## config.mk

```make
export PLATFORM = sky130hd
export DESIGN_NAME = cond_test_unit_flat
export DESIGN_NICKNAME = d
export VERILOG_FILES = /design/src/rtl/cond_test_unit_pkg.sv /design/src/rtl/cond_test_unit_if.sv /design/src/rtl/cond_test_unit_beat_counter.sv /design/src/rtl/cond_test_unit.sv /design/src/flat_wrapper.sv
export SDC_FILE = /design/constraint.sdc
export NUM_CORES = 1
export LEC_CHECK = 0
export CORE_MARGIN = 1
export CORE_UTILIZATION = 47
export CTS_BUF_LIST = sky130_fd_sc_hd__clkbuf_8 sky130_fd_sc_hd__clkbuf_16
export DETAILED_ROUTE_END_ITERATION = 6
export PLACE_DENSITY = 0.81
export REMOVE_ABC_BUFFERS = 1
export SLEW_MARGIN = 20
export SYNTH_ARGS = -nofsm -noshare
export SYNTH_HDL_FRONTEND = slang
export SYNTH_SLANG_ARGS = --single-unit
```

## constraint.sdc

```tcl
create_clock -name clk -period 2.2 [get_ports clk]
set_clock_uncertainty 0.1 [all_clocks]
set_input_delay 0.44 -clock clk [delete_from_list [all_inputs] [get_ports clk]]
set_output_delay 0.44 -clock clk [all_outputs]
set_load 0.1 [all_outputs]
```

## src/rtl/cond_test_unit_pkg.sv

```systemverilog
// Shared constants for the conditional-test unit and the data-flow control unit.
// Latency: n/a (types, codes and default sizes only).
// Backpressure: n/a.
package cond_test_unit_pkg;

    localparam int CTU_WORD_LENGTH   = 20;
    localparam int CTU_FUNCTION_BITS = 6;

    // Test function codes understood by the conditional-test unit
    localparam logic [5:0] CTU_FN_SKIP_NEG     = 6'h0C;
    localparam logic [5:0] CTU_FN_SKIP_ZERO    = 6'h0D;
    localparam logic [5:0] CTU_FN_SKIP_NONZERO = 6'h0E;
    localparam logic [5:0] CTU_FN_SKIP_ALWAYS  = 6'h0F;

    typedef enum logic [1:0] {
        ST_IDLE   = 2'd0,
        ST_SHIFT  = 2'd1,
        ST_DECIDE = 2'd2
    } ctu_state_t;

endpackage

```

## src/rtl/cond_test_unit_if.sv

```systemverilog
// Request / serial-word / completion bundle of the conditional-test unit.
// Latency: n/a (wiring only).
// Backpressure: ser_valid low stalls the serial word; start is ignored while busy.
interface cond_test_unit_if
    import cond_test_unit_pkg::*;
#(
    parameter int WORD_LENGTH   = CTU_WORD_LENGTH,
    parameter int FUNCTION_BITS = CTU_FUNCTION_BITS
);
    logic                           start;
    logic [FUNCTION_BITS-1:0]       func;
    logic                           ser_bit;
    logic                           ser_valid;
    logic                           busy;
    logic [$clog2(WORD_LENGTH)-1:0] beat;
    logic                           done;
    logic                           result;
    logic                           action_trigger;

    modport master (
        output start, func, ser_bit, ser_valid,
        input  busy, beat, done, result, action_trigger
    );

    modport slave (
        input  start, func, ser_bit, ser_valid,
        output busy, beat, done, result, action_trigger
    );
endinterface

```

## src/rtl/cond_test_unit_beat_counter.sv

```systemverilog
// Serial bit-position counter: clears, increments, wraps at WORD_LENGTH-1.
// Latency: beat updates one cycle after clr/inc; last is combinational on beat.
// Backpressure: holds its value whenever inc is low.
module beat_counter
    import cond_test_unit_pkg::*;
#(
    parameter int WORD_LENGTH = CTU_WORD_LENGTH
) (
    input  logic                           clk,
    input  logic                           rst_n,
    input  logic                           clr,
    input  logic                           inc,
    output logic [$clog2(WORD_LENGTH)-1:0] beat,
    output logic                           last
);
    localparam int BW = $clog2(WORD_LENGTH);
    localparam logic [BW-1:0] LAST_BEAT = BW'(WORD_LENGTH - 1);

    logic [BW-1:0] beat_q;
    logic [BW-1:0] beat_d;

    assign last = (beat_q == LAST_BEAT);
    assign beat = beat_q;

    // Next beat: clear wins, otherwise advance and wrap after the final bit
    always_comb begin
        beat_d = beat_q;
        if (clr) begin
            beat_d = '0;
        end else if (inc) begin
            beat_d = last ? '0 : beat_q + BW'(1);
        end
    end

    // Beat register
    always_ff @(posedge clk or negedge rst_n) begin
        if (!rst_n) begin
            beat_q <= '0;
        end else begin
            beat_q <= beat_d;
        end
    end
endmodule

```

## src/rtl/cond_test_unit.sv

```systemverilog
// Conditional skip test on a serial LSB-first accumulator word (sign / zero tests).
// Latency: done one cycle after the last bit; WORD_LENGTH+2 cycles from start when gap-free.
// Backpressure: ser_valid low stalls the shift; start is ignored outside IDLE.
module cond_test_unit
    import cond_test_unit_pkg::*;
#(
    parameter int                       WORD_LENGTH     = CTU_WORD_LENGTH,
    parameter int                       FUNCTION_BITS   = CTU_FUNCTION_BITS,
    parameter logic [FUNCTION_BITS-1:0] FN_SKIP_NEG     = FUNCTION_BITS'(CTU_FN_SKIP_NEG),
    parameter logic [FUNCTION_BITS-1:0] FN_SKIP_ZERO    = FUNCTION_BITS'(CTU_FN_SKIP_ZERO),
    parameter logic [FUNCTION_BITS-1:0] FN_SKIP_NONZERO = FUNCTION_BITS'(CTU_FN_SKIP_NONZERO),
    parameter logic [FUNCTION_BITS-1:0] FN_SKIP_ALWAYS  = FUNCTION_BITS'(CTU_FN_SKIP_ALWAYS)
) (
    input  logic              clk,
    input  logic              rst_n,
    cond_test_unit_if.slave   bus
);
    ctu_state_t               state_q, state_d;
    logic [FUNCTION_BITS-1:0] func_q, func_d;
    logic                     nz_acc_q, nz_acc_d;   // 1 once any accepted bit was 1
    logic                     busy_q, busy_d;
    logic                     done_q, done_d;
    logic                     result_q, result_d;
    logic                     action_q, action_d;

    logic                     cnt_clr;
    logic                     cnt_inc;
    logic                     cnt_last;
    logic                     nz_word;
    logic                     outcome;

    beat_counter #(
        .WORD_LENGTH (WORD_LENGTH)
    ) u_beat_counter (
        .clk   (clk),
        .rst_n (rst_n),
        .clr   (cnt_clr),
        .inc   (cnt_inc),
        .beat  (bus.beat),
        .last  (cnt_last)
    );

    // Test outcome as it would be if the current serial bit is the sign bit
    always_comb begin
        nz_word = nz_acc_q | bus.ser_bit;
        outcome = 1'b0;
        if (func_q == FN_SKIP_NEG) begin
            outcome = bus.ser_bit;
        end else if (func_q == FN_SKIP_ZERO) begin
            outcome = ~nz_word;
        end else if (func_q == FN_SKIP_NONZERO) begin
            outcome = nz_word;
        end else if (func_q == FN_SKIP_ALWAYS) begin
            outcome = 1'b1;
        end
    end

    // FSM next state; done/result/action are set on the edge entering DECIDE
    // so that they are registered and valid for exactly the DECIDE cycle
    always_comb begin
        state_d  = state_q;
        func_d   = func_q;
        nz_acc_d = nz_acc_q;
        busy_d   = busy_q;
        done_d   = 1'b0;
        result_d = result_q;
        action_d = 1'b0;
        cnt_clr  = 1'b0;
        cnt_inc  = 1'b0;
        case (state_q)
            ST_IDLE: begin
                if (bus.start) begin
                    func_d   = bus.func;
                    nz_acc_d = 1'b0;
                    result_d = 1'b0;
                    busy_d   = 1'b1;
                    cnt_clr  = 1'b1;
                    state_d  = ST_SHIFT;
                end
            end
            ST_SHIFT: begin
                if (bus.ser_valid) begin
                    cnt_inc  = 1'b1;
                    nz_acc_d = nz_word;
                    if (cnt_last) begin
                        busy_d   = 1'b0;
                        done_d   = 1'b1;
                        result_d = outcome;
                        action_d = outcome;
                        state_d  = ST_DECIDE;
                    end
                end
            end
            ST_DECIDE: begin
                state_d = ST_IDLE;
            end
            default: begin
                state_d = ST_IDLE;
            end
        endcase
    end

    // State and registered outputs
    always_ff @(posedge clk or negedge rst_n) begin
        if (!rst_n) begin
            state_q  <= ST_IDLE;
            func_q   <= '0;
            nz_acc_q <= 1'b0;
            busy_q   <= 1'b0;
            done_q   <= 1'b0;
            result_q <= 1'b0;
            action_q <= 1'b0;
        end else begin
            state_q  <= state_d;
            func_q   <= func_d;
            nz_acc_q <= nz_acc_d;
            busy_q   <= busy_d;
            done_q   <= done_d;
            result_q <= result_d;
            action_q <= action_d;
        end
    end

    assign bus.busy           = busy_q;
    assign bus.done           = done_q;
    assign bus.result         = result_q;
    assign bus.action_trigger = action_q;
endmodule

```

## src/flat_wrapper.sv

```systemverilog
// flat-port wrapper written by rule: the top's interface ports become plain ports
module cond_test_unit_flat import cond_test_unit_pkg::*;
#(
    parameter int                       WORD_LENGTH     = CTU_WORD_LENGTH,
    parameter int                       FUNCTION_BITS   = CTU_FUNCTION_BITS,
    parameter logic [FUNCTION_BITS-1:0] FN_SKIP_NEG     = FUNCTION_BITS'(CTU_FN_SKIP_NEG),
    parameter logic [FUNCTION_BITS-1:0] FN_SKIP_ZERO    = FUNCTION_BITS'(CTU_FN_SKIP_ZERO),
    parameter logic [FUNCTION_BITS-1:0] FN_SKIP_NONZERO = FUNCTION_BITS'(CTU_FN_SKIP_NONZERO),
    parameter logic [FUNCTION_BITS-1:0] FN_SKIP_ALWAYS  = FUNCTION_BITS'(CTU_FN_SKIP_ALWAYS)
)
  (clk, rst_n, bus_start, bus_func, bus_ser_bit, bus_ser_valid, bus_busy, bus_beat, bus_done, bus_result, bus_action_trigger);
  cond_test_unit_if #(.WORD_LENGTH(WORD_LENGTH), .FUNCTION_BITS(FUNCTION_BITS)) bus_i ();
  input  logic clk;
  input  logic rst_n;
  input wire logic [$bits(bus_i.start)-1:0] bus_start;
  input wire logic [$bits(bus_i.func)-1:0] bus_func;
  input wire logic [$bits(bus_i.ser_bit)-1:0] bus_ser_bit;
  input wire logic [$bits(bus_i.ser_valid)-1:0] bus_ser_valid;
  output wire logic [$bits(bus_i.busy)-1:0] bus_busy;
  output wire logic [$bits(bus_i.beat)-1:0] bus_beat;
  output wire logic [$bits(bus_i.done)-1:0] bus_done;
  output wire logic [$bits(bus_i.result)-1:0] bus_result;
  output wire logic [$bits(bus_i.action_trigger)-1:0] bus_action_trigger;
  assign bus_i.start = bus_start;
  assign bus_i.func = bus_func;
  assign bus_i.ser_bit = bus_ser_bit;
  assign bus_i.ser_valid = bus_ser_valid;
  assign bus_busy = bus_i.busy;
  assign bus_beat = bus_i.beat;
  assign bus_done = bus_i.done;
  assign bus_result = bus_i.result;
  assign bus_action_trigger = bus_i.action_trigger;
  cond_test_unit #(.WORD_LENGTH(WORD_LENGTH), .FUNCTION_BITS(FUNCTION_BITS), .FN_SKIP_NEG(FN_SKIP_NEG), .FN_SKIP_ZERO(FN_SKIP_ZERO), .FN_SKIP_NONZERO(FN_SKIP_NONZERO), .FN_SKIP_ALWAYS(FN_SKIP_ALWAYS)) u_core (.clk(clk), .rst_n(rst_n), .bus(bus_i));
endmodule
```

==> results of run 1 <==
==> synth_stat cells, drive strengths merged <==
cell	number	area (µm²)
nand2b	1	6.26
nor3	1	5.00
and4bb	1	12.5
mux2	6	67.6
mux2i	2	20.0
a21oi	6	30.0
or3	3	18.8
or3b	2	17.5
nor2	5	18.8
a22o	1	8.76
and3	1	6.26
inv	2	7.51
nor4	1	6.26
nand3	2	10.0
o21ai	1	5.00
or2	1	6.26
nand3b	1	7.51
a32o	1	10.0
nand4b	1	8.76
nand2	5	18.8
o311ai	1	8.76
buf	2	22.5
nand4bb	1	11.3
a31oi	1	6.26
a21o	1	7.51
a31o	1	8.76
ha	1	12.5
dfrtp	18	450
==> logic make-up after synthesis <==
kind of cell | Yosys count | share of synthesized area
and+or+nand+nor | 26 | 0.188
DFF | 18 | 0.550
AOI/OAI and AO/OA | 13 | 0.104
muxes | 8 | 0.107
buffers and inverters | 4 | 0.0366
adders and majority gates | 1 | 0.0153
==> critical path, cell delays in order <==
cell             delay [ns]
clkdlybuf4s50_1        0.53
nand3b_1               0.26
or3b_2                 0.51
a21oi_1                0.15
==> metal layers <==
layer	vias to the layer above	wire (µm)	track usage
li1	297	-	-
met1	300	713	0.261
met2	15	809	0.313
met3	5	48	0.0417
met4	0	31	0.125
met5	-	0	0
==> power by group through the flow <==
stage               Sequential [mW]  Combinational, mW  Clock, mW
floorplan                     0.674              0.125          0
global placement              0.473              0.432          0
detailed placement            0.477              0.440          0
CTS                           0.472              0.442      0.230
global route                  0.486              0.461      0.241
finish                        0.472              0.439      0.224
==> flip-flops by register name, summed over array words and instances (netlist names) <==
| register | count |
|---|---|
| u_core.bus.done | 1 |
| u_core.bus.action_trigger | 1 |
| u_core.bus.result | 1 |
| u_core.func_q | 6 |
| u_core.nz_acc_q | 1 |
| u_core.u_beat_counter.beat | 5 |
| u_core.state_q | 2 |
| u_core.bus.busy | 1 |
==> worst paths after layout <==
path / startpoint / end / slack [ns] / cells after the start
max: bus_ser_valid / u_core.u_beat_counter.beat[1] / 0.39 / 4
min: u_core.bus.result / u_core.bus.result / 0.40 / 1
max reg2reg: u_core.u_beat_counter.beat[0] / u_core.u_beat_counter.beat[1] / 0.47 / 4
min reg2reg: u_core.bus.result / u_core.bus.result / 0.40 / 1
max in group asynchronous: rst_n / u_core.func_q[4] / 1.40 / 2
min in group asynchronous: rst_n / u_core.u_beat_counter.beat[0] / 0.41 / 2
==> through the flow <==
step	utilization	power, mW	setup WS [ns]	instances
floorplan	-	0.799	0.0530	68
global placement	0.641	0.905	0.229	105
detailed placement	0.641	0.917	0.170	105
CTS	0.668	1.14	0.402	108
global route	0.668	1.19	0.310	108
finish	0.668	1.14	0.388	108
==> layout make-up <==
cell class,instances,share of cell area
sequential,18,0.433
tap,16,0.0192
timing repair buffer,21,0.175
multi-input combinational,48,0.326
inverter,2,0.00721
clock buffer,3,0.0397
==> layout by cell type (no fill, tap or decap), types with 2 or more instances in the layout <==
| cell type | Yosys | layout |
|---|---|---|
| dfrtp_1 | 18 | 18 |
| buf_4 | 0 | 11 |
| clkdlybuf4s50_1 | 0 | 10 |
| a21oi_1 | 6 | 6 |
| mux2_2 | 6 | 6 |
| nor2_1 | 5 | 5 |
| nand2_1 | 5 | 5 |
| or3_1 | 3 | 3 |
| clkbuf_8 | 0 | 3 |
| mux2i_1 | 2 | 2 |
| inv_1 | 2 | 2 |
| nand3_1 | 2 | 2 |
==> impl_metrics.yaml, run 1 <==
floorplanning:
  die_y_um: 43.8
  die_area_mm2: 0.00191
  fp-row-count: 14
  start_util: 0.526
  pin_count: 20
  die_x_um: 43.8
  coreArea_mm2: 0.00156
run_status:
  outcome: "completed"
global_route:
  first_global_vias: 645
  antenna_found_initial: 0
  grt_pass1_wl_um: 2750
  groute.usage.overall: 0.203
  grt-ovfl-total: 0
  grt_max_degree: 19
place:
  port_buffers: 19
  dpl_cell_area_um2: 1000
  hpwlAfterDp_um: 1150
  place_congestion: 0.791
detailed_routing:
  wl_um: 1600
  wl_per_cell_um: 14.8
  vias: 617
  viasPerCell: 5.71
  drtIter0Drc: 17
  drc: 0
  ant_nets: 0
  firstDrtPassIters: 4
critical_path:
  end_kind: "flip-flop"
  arrival_ns: 1.89
  timing_worst_setup_path_type: "input pin to flip-flop"
  critPathMaxFanout: 9
  cp.required_ns: 2.28
  crit_path_start_kind: "input pin"
pwr:
  p_sw_uw: 474
  leakage_nw: 0.472
  pwr-share-seq: 0.416
  vdd_ir_drop_max_v: 0.000841
  combPwrFrac: 0.387
  power_per_cell_area_mw_per_mm2: 1090
  p_sw_frac: 0.417
  clockPowerShare: 0.198
  internal_power_uw: 662
finish:
  multi_input_area_um2: 339
  drive_gt1_frac: 0.261
  post-route-cell-area_mm2: 0.00104
  antenna_cells: 0
  fillCellCount: 136
  fin_nets: 106
  regArea_um2: 450
  area_delta_synth_final_pct: 27.0
hold_path:
  min_path_type: "flip-flop to flip-flop"
clock_network:
  ctsRootBufferMaster: "clkbuf_8"
  clk_pin_slew_ns: 0.06
  cts_buffers: 3
  htreeDepth: 1
  cts_setup_buffers: 0
  cts_resized: 0
  cts_num_sinks: 18
  cts_max_path_buffers: 2
  clk_latency_ns: 0.25
  cts_tree: "done"
  postCtsHoldBufs: 0
logic_synthesis:
  synth-seq-area-share: 0.550
  synthDistinctLibCells: 29
  yosys_register_bits: 18
  avgSynthCellArea_um2: 11.7
  synth_cells: 70
  yosys_warnings: 0
  synth_area_um2: 820
timing:
  whs_ns: 0.404
  grt_setup_unrepaired: "no"
  worst_pin_slew_ns: 0.341
  fmax_mhz: 552
  slew_viol_final: 0
  final.period_utilization: 0.824
  min_period_ns: 1.81
  setup-tns-final_ns: 0
  hold_violations: 0
  max_slew_margin: 0.772
  finalSetupViolCount: 0
run:
  drv_cap: 0
No activity file was read; power rests on OpenSTA's default activity.
==> inputs of run 2 (changes only) <==
==> constraint.sdc (replaced) <==
create_clock -name clk -period 1.8 [get_ports clk]
set_clock_uncertainty 0.1 [all_clocks]
set_input_delay 0.36 -clock clk [delete_from_list [all_inputs] [get_ports clk]]
set_output_delay 0.36 -clock clk [all_outputs]
set_load 0.1 [all_outputs]
==> impl_metrics.yaml, run 2 (synthesis gave the netlist of run 1 again) <==
global_route:
  first_global_vias: 631
  grt-ovfl-total: 0
  grt_pass1_wl_um: 2830
  grt_max_degree: 19
  antenna_found_initial: 0
  groute.usage.overall: 0.213
critical_path:
  critPathMaxFanout: 4
  crit_path_start_kind: "flip-flop"
  arrival_ns: 1.76
  timing_worst_setup_path_type: "flip-flop to flip-flop"
  end_kind: "flip-flop"
  cp.required_ns: 1.88
pwr:
  pwr-share-seq: 0.349
  p_sw_frac: 0.387
  power_per_cell_area_mw_per_mm2: 1320
  internal_power_uw: 992
  p_sw_uw: 626
  vdd_ir_drop_max_v: 0.00139
  leakage_nw: 0.551
  clockPowerShare: 0.206
  power.total_mw: 1.62
  combPwrFrac: 0.445
floorplanning:
  die_y_um: 43.8
  pin_count: 20
  start_util: 0.526
  die_area_mm2: 0.00191
  die_x_um: 43.8
  coreArea_mm2: 0.00156
  fp-row-count: 14
detailed_routing:
  wl_um: 1760
  firstDrtPassIters: 4
  viasPerCell: 5.63
  ant_nets: 0
  wl_per_cell_um: 15.0
  vias: 659
  drc: 0
  drtIter0Drc: 11
finish:
  antenna_cells: 0
  drive_gt1_frac: 0.327
  post-route-cell-area_mm2: 0.00123
  fin_util: 0.787
  fillCellCount: 96
  final_common_cell: "dfrtp_1"
  largest_reg_flops: 6
  mostFrequentLayoutCells: "dfrtp_1 (18), clkdlybuf4s50_1 (10), buf_4 (10)"
  fin_nets: 114
  largest-register: "u_core.func_q"
  area_delta_synth_final_pct: 49.8
timing:
  slew_viol_final: 0
  grt_setup_unrepaired: "no"
  max_slew_margin: 0.749
  whs_ns: 0.321
  final.period_utilization: 0.932
  min_period_ns: 1.68
  finalSetupViolCount: 0
  hold_violations: 0
  setup-tns-final_ns: 0
  fmax_mhz: 596
  worst_pin_slew_ns: 0.373
clock_network:
  postCtsHoldBufs: 0
  cts_buffers: 3
  cts_resized: 0
  ctsRootBufferMaster: "clkbuf_8"
  cts_tree: "done"
  cts_max_path_buffers: 2
  cts_setup_buffers: 0
  clk_pin_slew_ns: 0.07
  clk_latency_ns: 0.26
  htreeDepth: 1
  cts_num_sinks: 18
place:
  place_congestion: 0.774
  dpl_cell_area_mm2: 0.00117
  port_buffers: 19
  hpwlAfterDp_um: 1330
run_status:
  outcome: "completed"
run:
  drv_cap: 0
hold_path:
  min_path_type: "input pin to async pin"
run 2: cell count changes in the layout (fill, tap and decap cells not counted), sizes merged:
cell and change:
buf +8, clkbuf +1
run 2: worst paths after layout:
| check | from | to | slack [ns] | cells after the start |
|---|---|---|---|---|
| max in group asynchronous | rst_n | u_core.bus.done | 1.09 | 2 |
| setup / recovery | u_core.u_beat_counter.beat[0] | u_core.u_beat_counter.beat[1] | 0.12 | 4 |
| setup reg to reg | u_core.u_beat_counter.beat[0] | u_core.u_beat_counter.beat[1] | 0.12 | 4 |
| hold reg to reg | u_core.func_q[3] | u_core.func_q[3] | 0.41 | 1 |
| min in group clk | u_core.func_q[3] | u_core.func_q[3] | 0.41 | 1 |
| hold / removal | rst_n | u_core.u_beat_counter.beat[1] | 0.32 | 2 |
run 2: per-stage QoR:
stage / std cells / worst slack [ns]
3_3_place_gp: 113 / -0.0464
4_1_cts: 117 / 0.120
5_1_grt: 117 / 0.0579
6_report: 117 / 0.122
2_1_floorplan: 68 / -0.347
3_5_place_dp: 113 / -0.101
run 2: cell type report:
| cell class | instances | area, µm² | share of cell area |
|---|---|---|---|
| flip-flops and latches | 18 | 450 | 0.367 |
| repair buffers | 29 | 355 | 0.290 |
| multi-input cells | 48 | 339 | 0.276 |
| clock buffers | 4 | 55.1 | 0.0449 |
| well taps | 16 | 20.0 | 0.0163 |
| inverters | 2 | 7.51 | 0.00612 |
run 2: worst max-delay path, stage by stage (launching register included):
cell	delay, ns
dfrtp_1	0.39
ha_1	0.23
and4bb_2	0.26
or3b_2	0.47
a21oi_1	0.16
run 2: routing by layer:
| layer | part of all wire | vias to the layer above | GRT usage |
|---|---|---|---|
| met3 | 0.034 | 5 | 0.0375 |
| met1 | 0.43 | 318 | 0.269 |
| met5 | 0 | - | 0 |
| li1 | - | 317 | - |
| met4 | 0.024 | 0 | 0.131 |
| met2 | 0.51 | 19 | 0.337 |
run 2: power by group through the flow:
| stage | clock (mW) | combinational, mW | sequential (mW) |
|---|---|---|---|
| after floorplan | 0 | 0.153 | 0.824 |
| after global placement | 0 | 0.705 | 0.564 |
| after detailed placement | 0 | 0.720 | 0.572 |
| after CTS | 0.348 | 0.723 | 0.564 |
| after global routing | 0.351 | 0.750 | 0.576 |
| final | 0.332 | 0.720 | 0.565 |
==> inputs of run 3 (changes only) <==
--- a/config.mk
+++ b/config.mk
@@ -5,11 +5,13 @@
 export SDC_FILE = /design/constraint.sdc
 export NUM_CORES = 1
 export LEC_CHECK = 0
+export CAP_MARGIN = 20
 export CORE_MARGIN = 1
-export CORE_UTILIZATION = 47
-export CTS_BUF_LIST = sky130_fd_sc_hd__clkbuf_8 sky130_fd_sc_hd__clkbuf_16
+export CORE_UTILIZATION = 50
+export CTS_BUF_LIST = sky130_fd_sc_hd__clkbuf_8
 export DETAILED_ROUTE_END_ITERATION = 6
-export PLACE_DENSITY = 0.81
+export GPL_TIMING_DRIVEN = 0
+export PLACE_DENSITY = 0.85
 export REMOVE_ABC_BUFFERS = 1
 export SLEW_MARGIN = 20
 export SYNTH_ARGS = -nofsm -noshare
==> impl_metrics.yaml, run 3 (synthesis gave the netlist of run 1 again) <==
run_status:
  outcome: "completed"
place:
  port_buffers: 19
  place_inst: 103
  place_congestion: 0.777
global_route:
  groute.usage.overall: 0.205
  grt_util_met2: 0.320
  first_global_vias: 592
  top_usage_layer: "met2"
  grt_pass1_wl_um: 2640
  gr-usage-met1: 0.260
  use_met3: 0.0776
  antenna_found_initial: 0
  grt_max_degree: 19
  grt-ovfl-total: 0
detailed_routing:
  drc: 0
  drtIter0Drc: 5
  ant_nets: 0
  wl_um: 1530
  vias: 600
  viasPerCell: 5.56
  wl_per_cell_um: 14.2
  firstDrtPassIters: 3
floorplanning:
  pin_count: 20
  die_y_um: 42.5
  coreArea_mm2: 0.00152
  die_area_mm2: 0.00180
  die_x_um: 42.5
  start_util: 0.538
  fp-row-count: 14
finish:
  regArea_um2: 450
  largest-register: "u_core.func_q"
  antenna_cells: 0
  final_common_cell: "dfrtp_1"
  fin_cells: 108
  mostFrequentLayoutCells: "dfrtp_1 (18), clkdlybuf4s50_1 (10), clkdlybuf4s15_2 (7)"
  largest_reg_flops: 6
  fillCellCount: 122
  drive_gt1_frac: 0.272
  multi_input_area_um2: 342
  fin_nets: 105
  area_delta_synth_final_pct: 31.3
clock_network:
  ctsRootBufferMaster: "clkbuf_8"
  cts_num_sinks: 18
  cts_tree: "done"
  postCtsHoldBufs: 0
  htreeDepth: 1
  clk_latency_ns: 0.25
  cts_max_path_buffers: 2
  clk_pin_slew_ns: 0.07
  cts_buffers: 3
timing:
  hold_violations: 0
  max_slew_margin: 0.485
  min_period_ns: 1.74
  finalSetupViolCount: 0
  grt_setup_unrepaired: "no"
  whs_ns: 0.404
  worst_pin_slew_ns: 0.770
  final.period_utilization: 0.969
  slew_viol_final: 0
  fmax_mhz: 573
critical_path:
  cpMaxStageDelayCell: "clkdlybuf4s18_2"
  arrival_ns: 1.28
  cp.required_ns: 1.34
  crit_family: "buffers and inverters"
  cp_num_buf_inv: 1
  cp.depth: 1
  end_kind: "primary output"
  slowest_delay_ns: 0.58
  timing_worst_setup_path_type: "flip-flop to primary output"
  crit_path_start_kind: "flip-flop"
  critPathMaxFanout: 8
  path_cells: "clkdlybuf4s18_2"
  r2r_cells: 4
pwr:
  leakage_nw: 0.469
  power_per_cell_area_mw_per_mm2: 1330
  vdd_ir_drop_max_v: 0.000994
hold_path:
  hold_depth: 1
  min_path_type: "flip-flop to flip-flop"
run:
  drv_cap: 0
==> run 3: metal layers <==
metal  wire length, µm  part of all wire  up-vias
li1                  -                 -      302
met4                18             0.012        0
met1               699              0.46      286
met2               760              0.50       10
met3                51             0.033        2
met5                 0                 0        -
==> run 3: timing repair <==
action                                  in CTS  in global routing
endpoints found under the setup margin       9                  4
resized for setup                           27                  4
pin swaps                                    0                  1
buffers inserted                             0                  1
==> run 3: path summary, 6_finish.rpt <==
| kind | from | to | slack, ns |
|---|---|---|---|
| min | u_core.func_q[1] | u_core.func_q[1] | 0.40 |
| max in group asynchronous | rst_n | u_core.func_q[0] | 0.66 |
| min reg2reg | u_core.func_q[1] | u_core.func_q[1] | 0.40 |
| max | u_core.u_beat_counter.beat[3] | bus_beat[3] | 0.06 |
| max reg2reg | u_core.u_beat_counter.beat[0] | u_core.u_beat_counter.beat[1] | 0.10 |
| min in group asynchronous | rst_n | u_core.u_beat_counter.beat[3] | 0.46 |
==> run 3: cell type report <==
class	instances	area share
Sequential cell	18	0.419
Multi-Input combinational cell	48	0.317
Timing Repair Buffer	20	0.187
Clock buffer	4	0.0512
Tap cell	16	0.0186
Inverter	2	0.00698
==> run 3: report_power, final <==
group	switching, mW	internal [mW]	total (mW)	leakage (nW)
sequential	0.0877	0.489	0.577	0.220
clock	0.130	0.194	0.324	0.0288
combinational	0.364	0.169	0.533	0.220
total	0.582	0.852	1.43	0.469
==> run 3: stage by stage <==
stage	setup TNS, ns	utilization	total power [mW]	setup WS [ns]	cell area (µm²)
after floorplan	-1.74	-	0.977	-0.347	797
after global placement	-2.53	0.661	1.11	-0.280	1010
after detailed placement	-2.83	0.661	1.13	-0.282	1010
after CTS	0	0.704	1.45	0.00987	1070
final	0	0.706	1.43	0.0559	1080
after global routing	0	0.706	1.52	0.00361	1080
